**src/rtl/uart_pkg.sv**
```systemverilog
// Shared UART definitions: FSM state encodings and baud divisor helper,
// used by both uart_tx and uart_rx_core.
package uart_pkg;

  typedef enum logic [2:0] {
    ST_IDLE      = 3'd0,
    ST_START     = 3'd1,
    ST_DATA_BITS = 3'd2,
    ST_PARITY    = 3'd3,
    ST_STOP      = 3'd4,
    ST_CLEANUP   = 3'd5
  } uart_state_e;

  // Clock cycles per serial bit; integer division truncates toward zero.
  function automatic int baud_div(input int clk_freq, input int br);
    return clk_freq / br;
  endfunction

endpackage

```
**src/rtl/uart_sync_2ff.sv**
```systemverilog
// Generic two-flop synchroniser for a single asynchronous input bit;
// both flops load RST_VAL on reset so the output starts at a known level.
module uart_sync_2ff #(
  parameter logic RST_VAL = 1'b1
) (
  input  logic i_clk,
  input  logic RST,
  input  logic d,
  output logic q
);

  logic sync_p0;
  logic sync_p1;

  always_ff @(posedge i_clk) begin
    if (RST) begin
      sync_p0 <= RST_VAL;
      sync_p1 <= RST_VAL;
    end else begin
      sync_p0 <= d;
      sync_p1 <= sync_p0;
    end
  end

  assign q = sync_p1;

endmodule

```
**src/rtl/uart_rx_core.sv**
```systemverilog
// UART receiver: start bit, B_PER_T data bits LSB first, stop bit, sampled at
// bit midpoints. Define UART_RX_PARITY_EN to add a parity bit before the stop bit.
module uart_rx_core import uart_pkg::*; #(
  parameter int B_PER_T  = 8,
  parameter int BR       = 9600,
  parameter int CLK_FREQ = 50_000_000
`ifdef UART_RX_PARITY_EN
  , parameter bit PARITY_ODD = 1'b0
`endif
) (
  input  logic               i_clk,
  input  logic               RST,
  input  logic               i_rx,
  output logic [B_PER_T-1:0] o_data,
  output logic               o_dv,
  output logic               o_busy,
  output logic               o_frame_err,
  output logic               o_parity_err
);

  localparam int BD    = baud_div(CLK_FREQ, BR);
  localparam int CNT_W = $clog2(BD);
  localparam int IDX_W = $clog2(B_PER_T);
  localparam int HALF  = (BD - 1) / 2;

  localparam logic [CNT_W-1:0] CNT_HALF = CNT_W'(HALF);
  localparam logic [CNT_W-1:0] CNT_MAX  = CNT_W'(BD - 1);
  localparam logic [IDX_W-1:0] IDX_MAX  = IDX_W'(B_PER_T - 1);

  if (BD < 4) begin : g_bd_check
    $error("uart_rx_core: CLK_FREQ/BR = %0d, must be >= 4", BD);
  end
  if (B_PER_T < 5 || B_PER_T > 9) begin : g_bits_check
    $error("uart_rx_core: B_PER_T = %0d, must be 5..9", B_PER_T);
  end

  logic rx_s;

  uart_sync_2ff #(
    .RST_VAL(1'b1)
  ) u_sync (
    .i_clk(i_clk),
    .RST  (RST),
    .d    (i_rx),
    .q    (rx_s)
  );

  uart_state_e        state_q, state_d;
  logic [CNT_W-1:0]   clk_cnt_q, clk_cnt_d;
  logic [IDX_W-1:0]   bit_idx_q, bit_idx_d;
  logic [B_PER_T-1:0] shift_q;
  logic               shift_we;
  logic               dv_d;
  logic               fe_d;
  logic               par_bad;

`ifdef UART_RX_PARITY_EN
  logic par_we;
  logic pe_d;
  logic par_bad_q;

  assign par_bad = par_bad_q;
`else
  assign par_bad = 1'b0;
`endif

  always_comb begin
    state_d   = state_q;
    clk_cnt_d = clk_cnt_q;
    bit_idx_d = bit_idx_q;
    shift_we  = 1'b0;
    dv_d      = 1'b0;
    fe_d      = 1'b0;
`ifdef UART_RX_PARITY_EN
    par_we    = 1'b0;
    pe_d      = 1'b0;
`endif
    case (state_q)
      ST_IDLE: begin
        clk_cnt_d = '0;
        bit_idx_d = '0;
        if (!rx_s) state_d = ST_START;
      end
      // Re-check the start bit at its midpoint to reject short low glitches.
      ST_START: begin
        if (clk_cnt_q == CNT_HALF) begin
          clk_cnt_d = '0;
          state_d   = rx_s ? ST_IDLE : ST_DATA_BITS;
        end else begin
          clk_cnt_d = clk_cnt_q + 1'b1;
        end
      end
      ST_DATA_BITS: begin
        if (clk_cnt_q == CNT_MAX) begin
          clk_cnt_d = '0;
          shift_we  = 1'b1;
          if (bit_idx_q == IDX_MAX) begin
            bit_idx_d = '0;
`ifdef UART_RX_PARITY_EN
            state_d   = ST_PARITY;
`else
            state_d   = ST_STOP;
`endif
          end else begin
            bit_idx_d = bit_idx_q + 1'b1;
          end
        end else begin
          clk_cnt_d = clk_cnt_q + 1'b1;
        end
      end
`ifdef UART_RX_PARITY_EN
      ST_PARITY: begin
        if (clk_cnt_q == CNT_MAX) begin
          clk_cnt_d = '0;
          par_we    = 1'b1;
          state_d   = ST_STOP;
        end else begin
          clk_cnt_d = clk_cnt_q + 1'b1;
        end
      end
`endif
      ST_STOP: begin
        if (clk_cnt_q == CNT_MAX) begin
          clk_cnt_d = '0;
          state_d   = ST_CLEANUP;
          dv_d      = rx_s & ~par_bad;
          fe_d      = ~rx_s;
`ifdef UART_RX_PARITY_EN
          pe_d      = par_bad;
`endif
        end else begin
          clk_cnt_d = clk_cnt_q + 1'b1;
        end
      end
      // A line held low (break) must return high before another start is seen.
      ST_CLEANUP: begin
        clk_cnt_d = '0;
        if (rx_s) state_d = ST_IDLE;
      end
      default: begin
        state_d   = ST_IDLE;
        clk_cnt_d = '0;
        bit_idx_d = '0;
      end
    endcase
  end

  always_ff @(posedge i_clk) begin
    if (RST) begin
      state_q     <= ST_IDLE;
      clk_cnt_q   <= '0;
      bit_idx_q   <= '0;
      o_dv        <= 1'b0;
      o_frame_err <= 1'b0;
      o_data      <= '0;
    end else begin
      state_q     <= state_d;
      clk_cnt_q   <= clk_cnt_d;
      bit_idx_q   <= bit_idx_d;
      o_dv        <= dv_d;
      o_frame_err <= fe_d;
      if (dv_d) o_data <= shift_q;
    end
  end

  always_ff @(posedge i_clk) begin
    if (shift_we) shift_q[bit_idx_q] <= rx_s;
  end

`ifdef UART_RX_PARITY_EN
  // Mismatch when data plus parity bit does not have the selected parity.
  always_ff @(posedge i_clk) begin
    if (RST) begin
      par_bad_q    <= 1'b0;
      o_parity_err <= 1'b0;
    end else begin
      if (par_we) par_bad_q <= ((^shift_q) ^ rx_s) != PARITY_ODD;
      o_parity_err <= pe_d;
    end
  end
`else
  assign o_parity_err = 1'b0;
`endif

  assign o_busy = (state_q != ST_IDLE);

endmodule

```
**config.mk**
```make
export PLATFORM = sky130hd
export DESIGN_NAME = uart_rx_core
export DESIGN_NICKNAME = d
export VERILOG_FILES = /design/src/rtl/uart_pkg.sv /design/src/rtl/uart_sync_2ff.sv /design/src/rtl/uart_rx_core.sv
export SDC_FILE = /design/constraint.sdc
export NUM_CORES = 1
export LEC_CHECK = 0
export BUFFER_PORTS_ARGS = -buffer_cell sky130_fd_sc_hd__buf_4
export CAP_MARGIN = 20
export CORE_AREA = 2 2 62 64
export CTS_CLUSTER_DIAMETER = 100
export CTS_CLUSTER_SIZE = 24
export DETAILED_ROUTE_END_ITERATION = 8
export DIE_AREA = 0 0 64 66
export PLACE_DENSITY = 0.71
export SLEW_MARGIN = 15
export SYNTH_ARGS = -nofsm -noshare
export SYNTH_HDL_FRONTEND = slang
export SYNTH_HIERARCHICAL = 1
export SYNTH_SLANG_ARGS = --single-unit
```
**constraint.sdc**
```tcl
create_clock -name i_clk -period 1.7 [get_ports i_clk]
set_input_delay 0.17 -clock i_clk [delete_from_list [all_inputs] [get_ports i_clk]]
set_output_delay 0.17 -clock i_clk [all_outputs]
set_load 0.01 [all_outputs]
```
# Yosys cells after proc, flatten, opt, wreduce, memory -nomap -nowiden
# Index checks and enable logic that the tools add are counted.
# Widths: inputs -> output; s select.
dict set report totals {
  input_bits 3
  register_bits 39
  word_cells 59
  output_inout_bits 12
}
dict set report classes {
  addsub 2
  order_cmp 2
  reduce_logical 8
  n_bitwise 4
  mux 21
  n_eq_ne 13
}
# op n
set op_table {}
lappend op_table {{$mux 13} 2}
lappend op_table {{$pmux 13 s2} 1}
lappend op_table {{$mux 3} 8}
lappend op_table {{$pmux 3 s5} 1}
lappend op_table {{$add 13x1->13 const B} 1}
lappend op_table {{$eq 13x12->1 const B} 1}
lappend op_table {{$eq 13x13->1 const B} 1}
lappend op_table {{$ne 2x2->1 const B} 5}
lappend op_table {{$eq 3x3->1 const B} 3}
lappend op_table {{$bwmux 8} 1}
lappend op_table {{$pmux 3 s2} 1}
lappend op_table {{$reduce_and 6->1} 1}
lappend op_table {{$reduce_or 3->1} 2}
lappend op_table {{$mux 1} 5}
lappend op_table {{$lt 3x4->1 const B} 1}
lappend op_table {{$not 1->1} 4}
lappend op_table {{$add 3x1->3 const B} 1}
lappend op_table {{$demux 1 s3} 1}
lappend op_table {{$eq 3x1->1 const B} 1}
lappend op_table {{$eq 3x2->1 const B} 1}
lappend op_table {{$ge 3x1->1 const B} 1}
lappend op_table {{$logic_not 3->1} 1}
lappend op_table {{$reduce_bool 3->1} 1}
lappend op_table {{$mux 2} 1}
lappend op_table {{other kinds (4)} 4}

# Logic depth before layout (Yosys ltp)
# Gate-level depths: netlist of run 1.
dict set report logic_depth {
  word_depth 5
  ltp_mapped 7
  depth_no_buf 6
}

# Hierarchy
# The synthesis of run 1 kept the hierarchy.
# mod seq_area_each_um2 area_each_um2 cells_per_inst instances
set modules_own_cells {}
lappend modules_own_cells {uart_rx_core 820.8 1711.6 177 1}
lappend modules_own_cells {uart_sync_2ff 40.0 52.6 4 1}

# Worst setup path after synthesis of run 1
# No wires, ideal clock.
dict set report synth_timing {
  path_type {reg-to-reg}
  startpoint {reg clk_cnt_q[0]}
  endpoint {reg o_data[0]}
  path_stages_with_launch 8
  period_less_slack_ns 1.835
  required_ns 1.572
  setup_ns 0.128
  n_path_buf 1
  arrival_ns 1.707
  slack_ns -0.135
  path_cell_list {dfxtp_1 -> ha_1 -> and4bb_2 -> and4_1 -> buf_2 -> nand4_2 -> mux2i_1 -> nor2_1}
}
dict set report synth_between {
  elab_chain_len 3
}
# element line
set synth_lines {}
lappend synth_lines {{from (decl)} uart_rx_core.sv:49} ;# logic [CNT_W-1:0] clk_cnt_q, clk_cnt_d;
lappend synth_lines {{from (signal assigned)} uart_rx_core.sv:158} ;# clk_cnt_q <= clk_cnt_d;
lappend synth_lines {{$eq 13x13->1} uart_rx_core.sv:123} ;# if (clk_cnt_q == CNT_MAX) begin
lappend synth_lines {{$mux 1} uart_rx_core.sv:123}
lappend synth_lines {{$mux 1} uart_rx_core.sv:78} ;# case (state_q)
lappend synth_lines {{to (signal assigned)} uart_rx_core.sv:162} ;# if (dv_d) o_data <= shift_q;
lappend synth_lines {{to (decl)} uart_rx_core.sv:14} ;# output logic [B_PER_T-1:0] o_data,
# No other way between the ends.
# A chain may end at the register's enable or synchronous reset.

# Final worst setup path of run 1
dict set report layout_timing {
  startpoint {reg clk_cnt_q[1]}
  endpoint {reg state_q[1]}
}
dict set report layout_between {
  elab_chain_len 3
  word_cells_on_any_way 6
  classes_between {eq/ne: 5; reduce/logical: 1}
}
# element line
set layout_lines {}
lappend layout_lines {{$eq 13x13->1 or $eq 13x12->1 (tied branches)} {uart_rx_core.sv:94, uart_rx_core.sv:123, uart_rx_core.sv:86}}
lappend layout_lines {{$ne 2x2->1 (no source line)} --}
lappend layout_lines {{$reduce_and 6->1 (no source line) (*)} --}
lappend layout_lines {{to (signal assigned)} uart_rx_core.sv:157} ;# state_q <= state_d;
lappend layout_lines {{to (decl)} uart_rx_core.sv:48} ;# uart_state_e state_q, state_d;
# Every way passes the cells marked *; elsewhere a longest branch is shown, timed or not.

==> flow_summary.ini, run 1 <==
[status]
status = finished with violations
violations = negative setup slack

[sta]
post-route-period-util_pct = 106
slew_viol_final = 0
final-setup-viol-count = 9
skew_ns = 0.00714
fin_crit_ns = 1.79
hold_viol_final = 0
postLayoutSetupSlackWorst_ns = -0.0945
timing.fmax_ghz = 0.557
totalNegativeSetupSlack_ns = -0.281
rsz0062_at_grt = yes

[finish]
layout.nets = 226
multiInputGateArea_sq_um = 970
syn_to_final_growth_pct = 31.8
num_antenna_cells = 0
seqCellArea_sq_um = 868
fin_util_pct = 65.5
fin_cells = 269
final_layout_size_suffix_gt1_share_pct = 37.6
stdcell_area_sq_um = 2320
fillerInstances = 278

[logic_synthesis]
ys.flop_type = dfxtp_1
yosysMostFrequentCell = nor2_1
synthesis.area_sq_um = 1760
synth_area_per_cell_sq_um = 9.75
synth_top_cell_area_share_pct = 35.2
ys_top_cells_by_area = dfxtp_1 (35%), edfxtp_1 (14%), nor2_1 (6.8%)
yosysSeqAreaShare_pct = 48.8
synth_top_area_cell = dfxtp_1
yosys_warnings = 6
synth_edf_count = 8
ys_ff_latch = 39
synthArstFlopShare_pct = 0
synthTopCellsByCount = nor2_1 (32), dfxtp_1 (31), mux2i_1 (10), nor2_2 (10), nand2_1 (9)
syn-num-nets = 187
synth.distinct_cells = 44
netlist_instances = 181

[clocking]
clock_latency_ns = 0.35
clockRootBuffer = clkbuf_4
cts_buffer_depth = 2
cts-htree-levels = 2
numCtsBuffers = 5
cts_tree = built
clk_pin_slew_ns = 0.11
cts_sinks = 39

[floorplanning]
rows = 22
ioPinCount = 15
dieHeight_um = 66
die_x_um = 64
core-area_sq_um = 3550
initial_utilization_pct = 49.7
dieArea_sq_um = 4220

[routing]
dr.pass1.iters = 4
wirelength_um = 3900
drtIter0Drc = 62
wl_per_cell_um = 14.5
drc = 0
ant_nets = 0
vias_per_cell = 5.44
num_vias = 1463

[power_and_ir_drop]
leakage_nw = 0.905
ir_worst_vdd_uv = 571
power_density_nw_per_um2 = 919

[critical_path]
path_max_fanout = 3
worst_setup_path_end_kind = flip-flop
r2r_cells = 7
crit_path_start = clk_cnt_q[1]
crit_path_end = state_q[1]
rrSetupSlack_ns = -0.09
cp-start-kind = flip-flop
rr_startpoint = clk_cnt_q[1]
reg2reg_to = state_q[1]
crit_arrival_ns = 2.04
worstSetupPathType = reg -> reg
crit_required_ns = 1.95

[global_route]
overflow = 0
use_met2_pct = 34.2
grt_antenna_before_repair = 0
grt_util_met1_pct = 22.5
grt_start_max_net_pins = 21
grt_pass1_vias = 1340
grtUsageMet3_pct = 3.58
grt_use_total_pct = 19.3
top_usage_layer = met2
grt_pass1_wl_um = 6200

[hold_path]
min_path_type = in -> reg

[placed_design]
placed_area_sq_um = 2060
pre_cts_ws_ns = -0.0959
port_buffers = 13
place_congestion = 0.791
dp_cells = 255
place_hpwl_um = 2530

[job]
maxCapViolCount = 0
[metrics by stage]
step | hold WS [ns] | power, mW
6_report | 0.149 | 2.14
5_1_grt | 0.139 | 2.23
4_1_cts | 0.139 | 2.12
3_5_place_dp | 0.356 | 1.31
3_3_place_gp | 0.356 | 1.30
2_1_floorplan | 0.267 | 1.19
[placed cells by master (no fill, tap or decap), types with 2 or more instances in the layout]
cell type / n
nand2b_1: 2
o21ai_0: 4
or2_1: 2
nor2_4: 2
nor3_2: 3
nand4_1: 4
nor2b_1: 2
nand2_1: 9
and3_1: 3
inv_1: 4
or3_4: 2
edfxtp_1: 8
nor2_1: 27
nor2_2: 13
bufinv_16: 2
xor2_1: 6
mux2i_1: 10
buf_4: 38
clkbuf_4: 5
dfxtp_2: 3
dfxtp_1: 27
or3_1: 2
xnor2_1: 7
o22a_1: 2
nand3_1: 5
a21oi_1: 2
ha_1: 2
[worst min path at each step]
stage,from,to,slack [ns],depth (start not counted)
2_1_floorplan,RST,u_sync/sync_p0,0.27,1
3_3_place_gp,i_rx,u_sync/sync_p0,0.36,2
3_5_place_dp,i_rx,u_sync/sync_p0,0.36,2
4_1_cts,RST,o_data[2],0.14,2
5_1_grt,RST,o_data[2],0.14,2
6_report,RST,bit_idx_q[2],0.15,2
[timing repair]
action | CTS | global route
buffers inserted | 1 | 3
pin swaps | 2 | 13
endpoints found under the hold margin | 1 | 0
gates resized for setup | 12 | 13
endpoints found under the setup margin | 19 | 28
cloned | 1 | 0
hold buffers | 1 | 0
[state kept, by name, summed over array words and instances (netlist names)]
signal          cells
clk_cnt_q          13
o_data              8
shift_q             8
bit_idx_q           3
state_q             3
o_dv                1
o_frame_err         1
u_sync/q            1
u_sync/sync_p0      1
[layer usage]
layer / vias up / part of all wire, %
li1: 702 / -
met1: 711 / 39
met2: 40 / 54
met3: 10 / 4.1
met4: 0 / 2.2
met5: - / 0
[cells by family (layout without fill, tap and decap cells)]
logic type               count (synthesis)  count (layout)  synth area share (%)
AO/OA/AOI/OAI                           15              15                  6.31
XOR/XNOR                                13              13                  6.45
adder cells (fa/ha/maj)                  3               3                  2.13
buffers and inverters                   13              52                  3.90
flip-flops                              39              39                  48.8
multiplexers                            10              10                  5.67
other                                    1               1                 0.213
AND/OR/NAND/NOR                         87              88                  26.5
[area by class of cell]
cell class              count  area share (%)
inverters                   4           0.646
repair buffers             40            13.2
clock inverters             3            2.91
well taps                  48            2.58
flip-flops and latches     39            37.4
clock buffers               5            1.61
multi-input cells         130            41.7
[worst max-delay path, cell delays in order, from the launching register on]
cell and delay [ns]:
dfxtp_2 0.38, ha_4 0.14, and4bb_2 0.23, nand4_1 0.12, buf_4 0.18, a21oi_4 0.15, or2b_1 0.29, o41ai_2 0.22
[where the power goes]
group          switching, mW  leakage (nW)  internal, mW
Combinational          0.209         0.531         0.202
Sequential           0.00787         0.323         0.956
Clock                  0.305        0.0514         0.457
Total                  0.522         0.905          1.62
Power figures use the tool's default switching activity.
==> inputs of run 2 (changes only) <==
--- a/config.mk
+++ b/config.mk
@@ -13,6 +13,7 @@
 export DETAILED_ROUTE_END_ITERATION = 8
 export DIE_AREA = 0 0 64 66
 export PLACE_DENSITY = 0.71
+export REMOVE_ABC_BUFFERS = 1
 export SLEW_MARGIN = 15
 export SYNTH_ARGS = -nofsm -noshare
 export SYNTH_HDL_FRONTEND = slang
==> run 2 against run 1 <==
Against the previous run:
- the flow now finishes without violations
- first-iteration DRC count down 6.5%
- sequential power about the same
- global-route usage shrank 1.0 points
- fmax up 6.2%
- hold slack worse by 0.0078 ns
- clock-buffer cell count did not move
- total power down 11%
- cell count is 1.9% lower
- largest power group unchanged
==> flow_summary.ini, run 2 (synthesis gave the netlist of run 1 again) <==
[power_and_ir_drop]
sw_frac_of_total_pct = 25.4
ir_worst_vdd_uv = 506
p_sw_uw = 485
p_int_mw = 1.43
seqPwrFrac_pct = 50.6
power_density_nw_per_um2 = 853
clockPowerShare_pct = 31.4
leakage_nw = 0.865
total_power_mw = 1.91
p_comb_share_pct = 18.0

[finish]
fillerInstances = 288
top_register = clk_cnt_q
reg_top3 = clk_cnt_q (13), o_data (8), shift_q (8)
syn_to_final_growth_pct = 27.0
layout.nets = 221
num_antenna_cells = 0
mostFrequentLayoutCells = buf_4 (34), dfxtp_1 (29), nor2_1 (28)
fin_cells = 264
final_layout_size_suffix_gt1_share_pct = 34.3
largest_reg_flops = 13
final_common_cell = buf_4

[clocking]
clock_latency_ns = 0.34
cts_buffer_depth = 2
numCtsBuffers = 5
clockRootBuffer = clkbuf_4
cts-htree-levels = 2
cts_sinks = 39
cts_tree = built
clk_pin_slew_ns = 0.11

[routing]
vias_per_cell = 5.25
dr_wl_met2_um = 1740
drtIter0Drc = 58
ant_nets = 0
dr.pass1.iters = 4
wirelength_um = 3500
route.met3.wl_um = 124
drc = 0
num_vias = 1385
wl_per_cell_um = 13.3
wl_met1_um = 1600
top_layer_used = met4

[global_route]
grt_start_max_net_pins = 20
grt_use_total_pct = 18.3
grt_pass1_vias = 1338
grt_antenna_before_repair = 0
grt_pass1_wl_um = 5800
overflow = 0

[critical_path]
crit_required_ns = 1.77
critPathMaxStageDelay_ns = 0.42
path_cells = ha_4 -> and4bb_2 -> nand4_1 -> or3_4 -> nor3_4
path_max_fanout = 4
worst_setup_path_end_kind = flip-flop
crit_arrival_ns = 1.75
crit_slowest_cell = or3_4
worstSetupPathType = reg -> reg
cp_top_family = simple AND/OR/NAND/NOR gates
cp.buffers_inverters = 0
cp-start-kind = flip-flop

[floorplanning]
die_x_um = 64
dieHeight_um = 66
core-area_sq_um = 3550
dieArea_sq_um = 4220
initial_utilization_pct = 49.7
rows = 22
ioPinCount = 15

[placed_design]
port_buffers = 13
dp_cells = 254
place_congestion = 0.775
pre_cts_ws_ns = -0.139
place_hpwl_um = 2520

[job]
maxCapViolCount = 0

[sta]
post-route-period-util_pct = 99.4
hold_viol_final = 0
final-setup-viol-count = 0
slew_viol_final = 0
skew_ns = 0.00830
fin_crit_ns = 1.69
postLayoutSetupSlackWorst_ns = 0.0110
timing.fmax_ghz = 0.592
rsz0062_at_grt = yes

[hold_path]
min_path_type = in -> reg

[status]
status = complete, no violations
-- run 2: layer usage --
layer	GRT usage, %	vias up
li1	-	689
met1	21.2	664
met4	8.97	0
met3	5.79	2
met5	0	-
met2	30.6	30
-- run 2: through the flow --
stage | TNS [ns] | hold WS [ns] | area, sq um | utilization [%]
2_1_floorplan | -2.49 | 0.239 | 1710 | -
3_3_place_gp | -0.0753 | 0.354 | 2040 | 57.4
3_5_place_dp | -0.791 | 0.356 | 2040 | 57.4
4_1_cts | -0.0851 | 0.123 | 2180 | 61.3
5_1_grt | -0.396 | 0.120 | 2240 | 63.1
6_report | 0 | 0.142 | 2240 | 63.1
-- run 2: final timing paths --
path / from / to / slack, ns / cells after the start
max: clk_cnt_q[0] / shift_q[0] / 0.01 / 5
min: RST / bit_idx_q[1] / 0.14 / 2
max reg2reg: clk_cnt_q[0] / shift_q[0] / 0.01 / 5
min reg2reg: u_sync/sync_p0 / u_sync/q / 0.45 / 1
-- run 2: repair_timing --
| action | in CTS | in global routing |
|---|---|---|
| hold endpoints to repair | 1 | 0 |
| hold buffers | 1 | 0 |
| buffers inserted | 0 | 1 |
| endpoints found under the setup margin | 28 | 30 |
| pin swaps | 4 | 6 |
| gates resized for setup | 11 | 13 |
-- run 2: power groups by stage --
stage / Clock (mW) / Combinational (mW) / Sequential, mW
6_report: 0.600 / 0.345 / 0.966
5_1_grt: 0.667 / 0.367 / 0.968
4_1_cts: 0.623 / 0.325 / 0.965
3_5_place_dp: 0 / 0.313 / 0.985
3_3_place_gp: 0 / 0.302 / 0.984
2_1_floorplan: 0 / 0.154 / 1.01
-- run 2: cell type report --
class                   count  area (sq um)  area share (%)
multi-input cells         129           940            42.0
flip-flops and latches     39           863            38.5
clock buffers               5          37.5            1.68
clock inverters             3          38.8            1.73
repair buffers             36           285            12.7
well taps                  48          60.1            2.68
inverters                   4          15.0           0.670
==> inputs of run 3 (changes only) <==
--- a/config.mk
+++ b/config.mk
@@ -7,12 +7,12 @@
 export LEC_CHECK = 0
 export BUFFER_PORTS_ARGS = -buffer_cell sky130_fd_sc_hd__buf_4
 export CAP_MARGIN = 20
-export CORE_AREA = 2 2 62 64
+export CORE_AREA = 2 2 57 59
 export CTS_CLUSTER_DIAMETER = 100
 export CTS_CLUSTER_SIZE = 24
 export DETAILED_ROUTE_END_ITERATION = 8
-export DIE_AREA = 0 0 64 66
-export PLACE_DENSITY = 0.71
+export DIE_AREA = 0 0 59 61
+export PLACE_DENSITY = 0.79
 export REMOVE_ABC_BUFFERS = 1
 export SLEW_MARGIN = 15
 export SYNTH_ARGS = -nofsm -noshare
==> constraint.sdc (replaced) <==
create_clock -name i_clk -period 2.2 [get_ports i_clk]
set_input_delay 0.22 -clock i_clk [delete_from_list [all_inputs] [get_ports i_clk]]
set_output_delay 0.22 -clock i_clk [all_outputs]
set_load 0.01 [all_outputs]
==> run 3 against run 2 <==
Against the previous run:
- hold slack got worse by 0.085 ns
- global-route usage rose by 2.5 points
- die area decreased by 15%
- sequential cell count is the same
- register-to-register slack better by 0.22 ns
- critical path depth grew 1
- clock-buffer cell count grew 1
- first-iteration DRC count is 21% lower
- sequential share of layout area increased by 4.9 points
- routed wire length shrank 6.8%
==> flow_summary.ini, run 3 (synthesis gave the netlist of run 1 again) <==
[critical_path]
worst_setup_path_end_kind = flip-flop
path_max_fanout = 8
critPathMaxStageDelay_ns = 0.41
worstSetupPathType = reg -> reg
crit_slowest_cell = dfxtp_1
path_cells = ha_1 -> and4bb_2 -> and4_1 -> nand4_2 -> mux2i_1 -> nor2_1
cp-start-kind = flip-flop
crit_required_ns = 2.46
crit_arrival_ns = 2.22

[placed_design]
pre_cts_ws_ns = 0.237
dp_cells = 222
place_hpwl_um = 2290
port_buffers = 13
place_congestion = 0.803

[routing]
num_vias = 1312
dr.pass1.iters = 4
drc = 0
vias_per_cell = 5.70
wirelength_um = 3270
drtIter0Drc = 46
wl_per_cell_um = 14.2
ant_nets = 0

[sta]
timing.fmax_ghz = 0.509
hold_viol_final = 0
slew_viol_final = 0
rsz0062_at_grt = no
skew_ns = 0.00877
fin_crit_ns = 1.96
worstMarginPinSlew_ns = 0.573
post-route-period-util_pct = 89.3
whs_ns = 0.0564
postLayoutSetupSlackWorst_ns = 0.235
totalNegativeSetupSlack_ns = 0
final-setup-viol-count = 0
slew_headroom_pct = 60.8

[floorplanning]
rows = 20
dieArea_sq_um = 3600
ioPinCount = 15
die_x_um = 59
initial_utilization_pct = 59.7
core-area_sq_um = 2950
dieHeight_um = 61

[global_route]
grt_use_total_pct = 20.8
grt_start_max_net_pins = 20
grt_pass1_vias = 1232
overflow = 0
grt_antenna_before_repair = 0
grt_pass1_wl_um = 5450

[status]
status = complete, no violations

[finish]
final_common_cell = nor2_1
syn_to_final_growth_pct = 12.3
fillerInstances = 237
reg_top3 = clk_cnt_q (13), o_data (8), shift_q (8)
largest_reg_flops = 13
num_antenna_cells = 0
fin_cells = 230
mostFrequentLayoutCells = nor2_1 (32), dfxtp_1 (31), buf_4 (17)
final_layout_size_suffix_gt1_share_pct = 19.8
layout.nets = 202
top_register = clk_cnt_q

[clocking]
clock_latency_ns = 0.35
cts_tree = built
clk_pin_slew_ns = 0.12
ctsResizeCount = 0
cts_buffer_depth = 2
clockRootBuffer = clkbuf_4
hold_buffers = 0
cts-htree-levels = 2
cts_sinks = 39
postCtsSetupBuffers = 0
numCtsBuffers = 5

[hold_path]
min_path_type = in -> reg

[power_and_ir_drop]
leakage_nw = 0.758
power_density_nw_per_um2 = 779
sw_frac_of_total_pct = 23.5
p_int_mw = 1.18
p_sw_uw = 362
seqPwrFrac_pct = 48.4
clockPowerShare_pct = 38.4
p_comb_share_pct = 13.2
ir_worst_vdd_uv = 622

[job]
maxCapViolCount = 0
[run 3: path summary, 6_finish.rpt]
| path | slack, ns | start | depth (start not counted) | end |
|---|---|---|---|---|
| setup / recovery | 0.24 | clk_cnt_q[0] | 6 | o_data[5] |
| hold / removal | 0.06 | i_rx | 2 | u_sync/sync_p0 |
| setup reg to reg | 0.24 | clk_cnt_q[0] | 6 | o_data[5] |
| hold reg to reg | 0.44 | u_sync/sync_p0 | 1 | u_sync/q |
[run 3: cell type report]
cell class | instances | area (sq um) | share of cell area, %
sequential | 39 | 861 | 43.5
inverter | 4 | 15.0 | 0.758
clock buffer | 6 | 41.3 | 2.08
timing repair buffer | 17 | 128 | 6.44
clock inverter | 2 | 60.1 | 3.03
tap | 33 | 41.3 | 2.08
multi-input combinational | 129 | 835 | 42.1
[run 3: per-stage QoR]
stage / power, mW / utilization [%] / area [sq um]
after floorplan: 0.897 / - / 1710
after global placement: 0.953 / 63.6 / 1880
final: 1.54 / 67.1 / 1980
after global routing: 1.60 / 67.1 / 1980
after detailed placement: 0.959 / 63.6 / 1880
after CTS: 1.55 / 67.1 / 1980
[run 3: power groups by stage]
stage,clock network (mW),logic (mW),registers [mW]
after detailed placement,0,0.197,0.763
final,0.593,0.203,0.747
after global placement,0,0.191,0.762
after floorplan,0,0.119,0.778
after global routing,0.632,0.223,0.748
after CTS,0.597,0.204,0.747
[run 3: critical path, delay by kind of cell (launching register included)]
kind / cells / cell delay [ns]
flip-flops: 1 / 0.41
adder cells (fa/ha/maj): 1 / 0.25
AND/OR/NAND/NOR: 4 / 0.91
multiplexers: 1 / 0.29
[run 3: routing by layer]
layer | up-vias | share of wire (%) | global-route usage (%) | routed length, um
li1 | 656 | - | - | -
met1 | 619 | 43 | 24.0 | 1390
met2 | 27 | 51 | 35.4 | 1660
met3 | 10 | 4.0 | 5.12 | 132
met4 | 0 | 2.5 | 12.0 | 80
met5 | - | 0 | 0 | 0
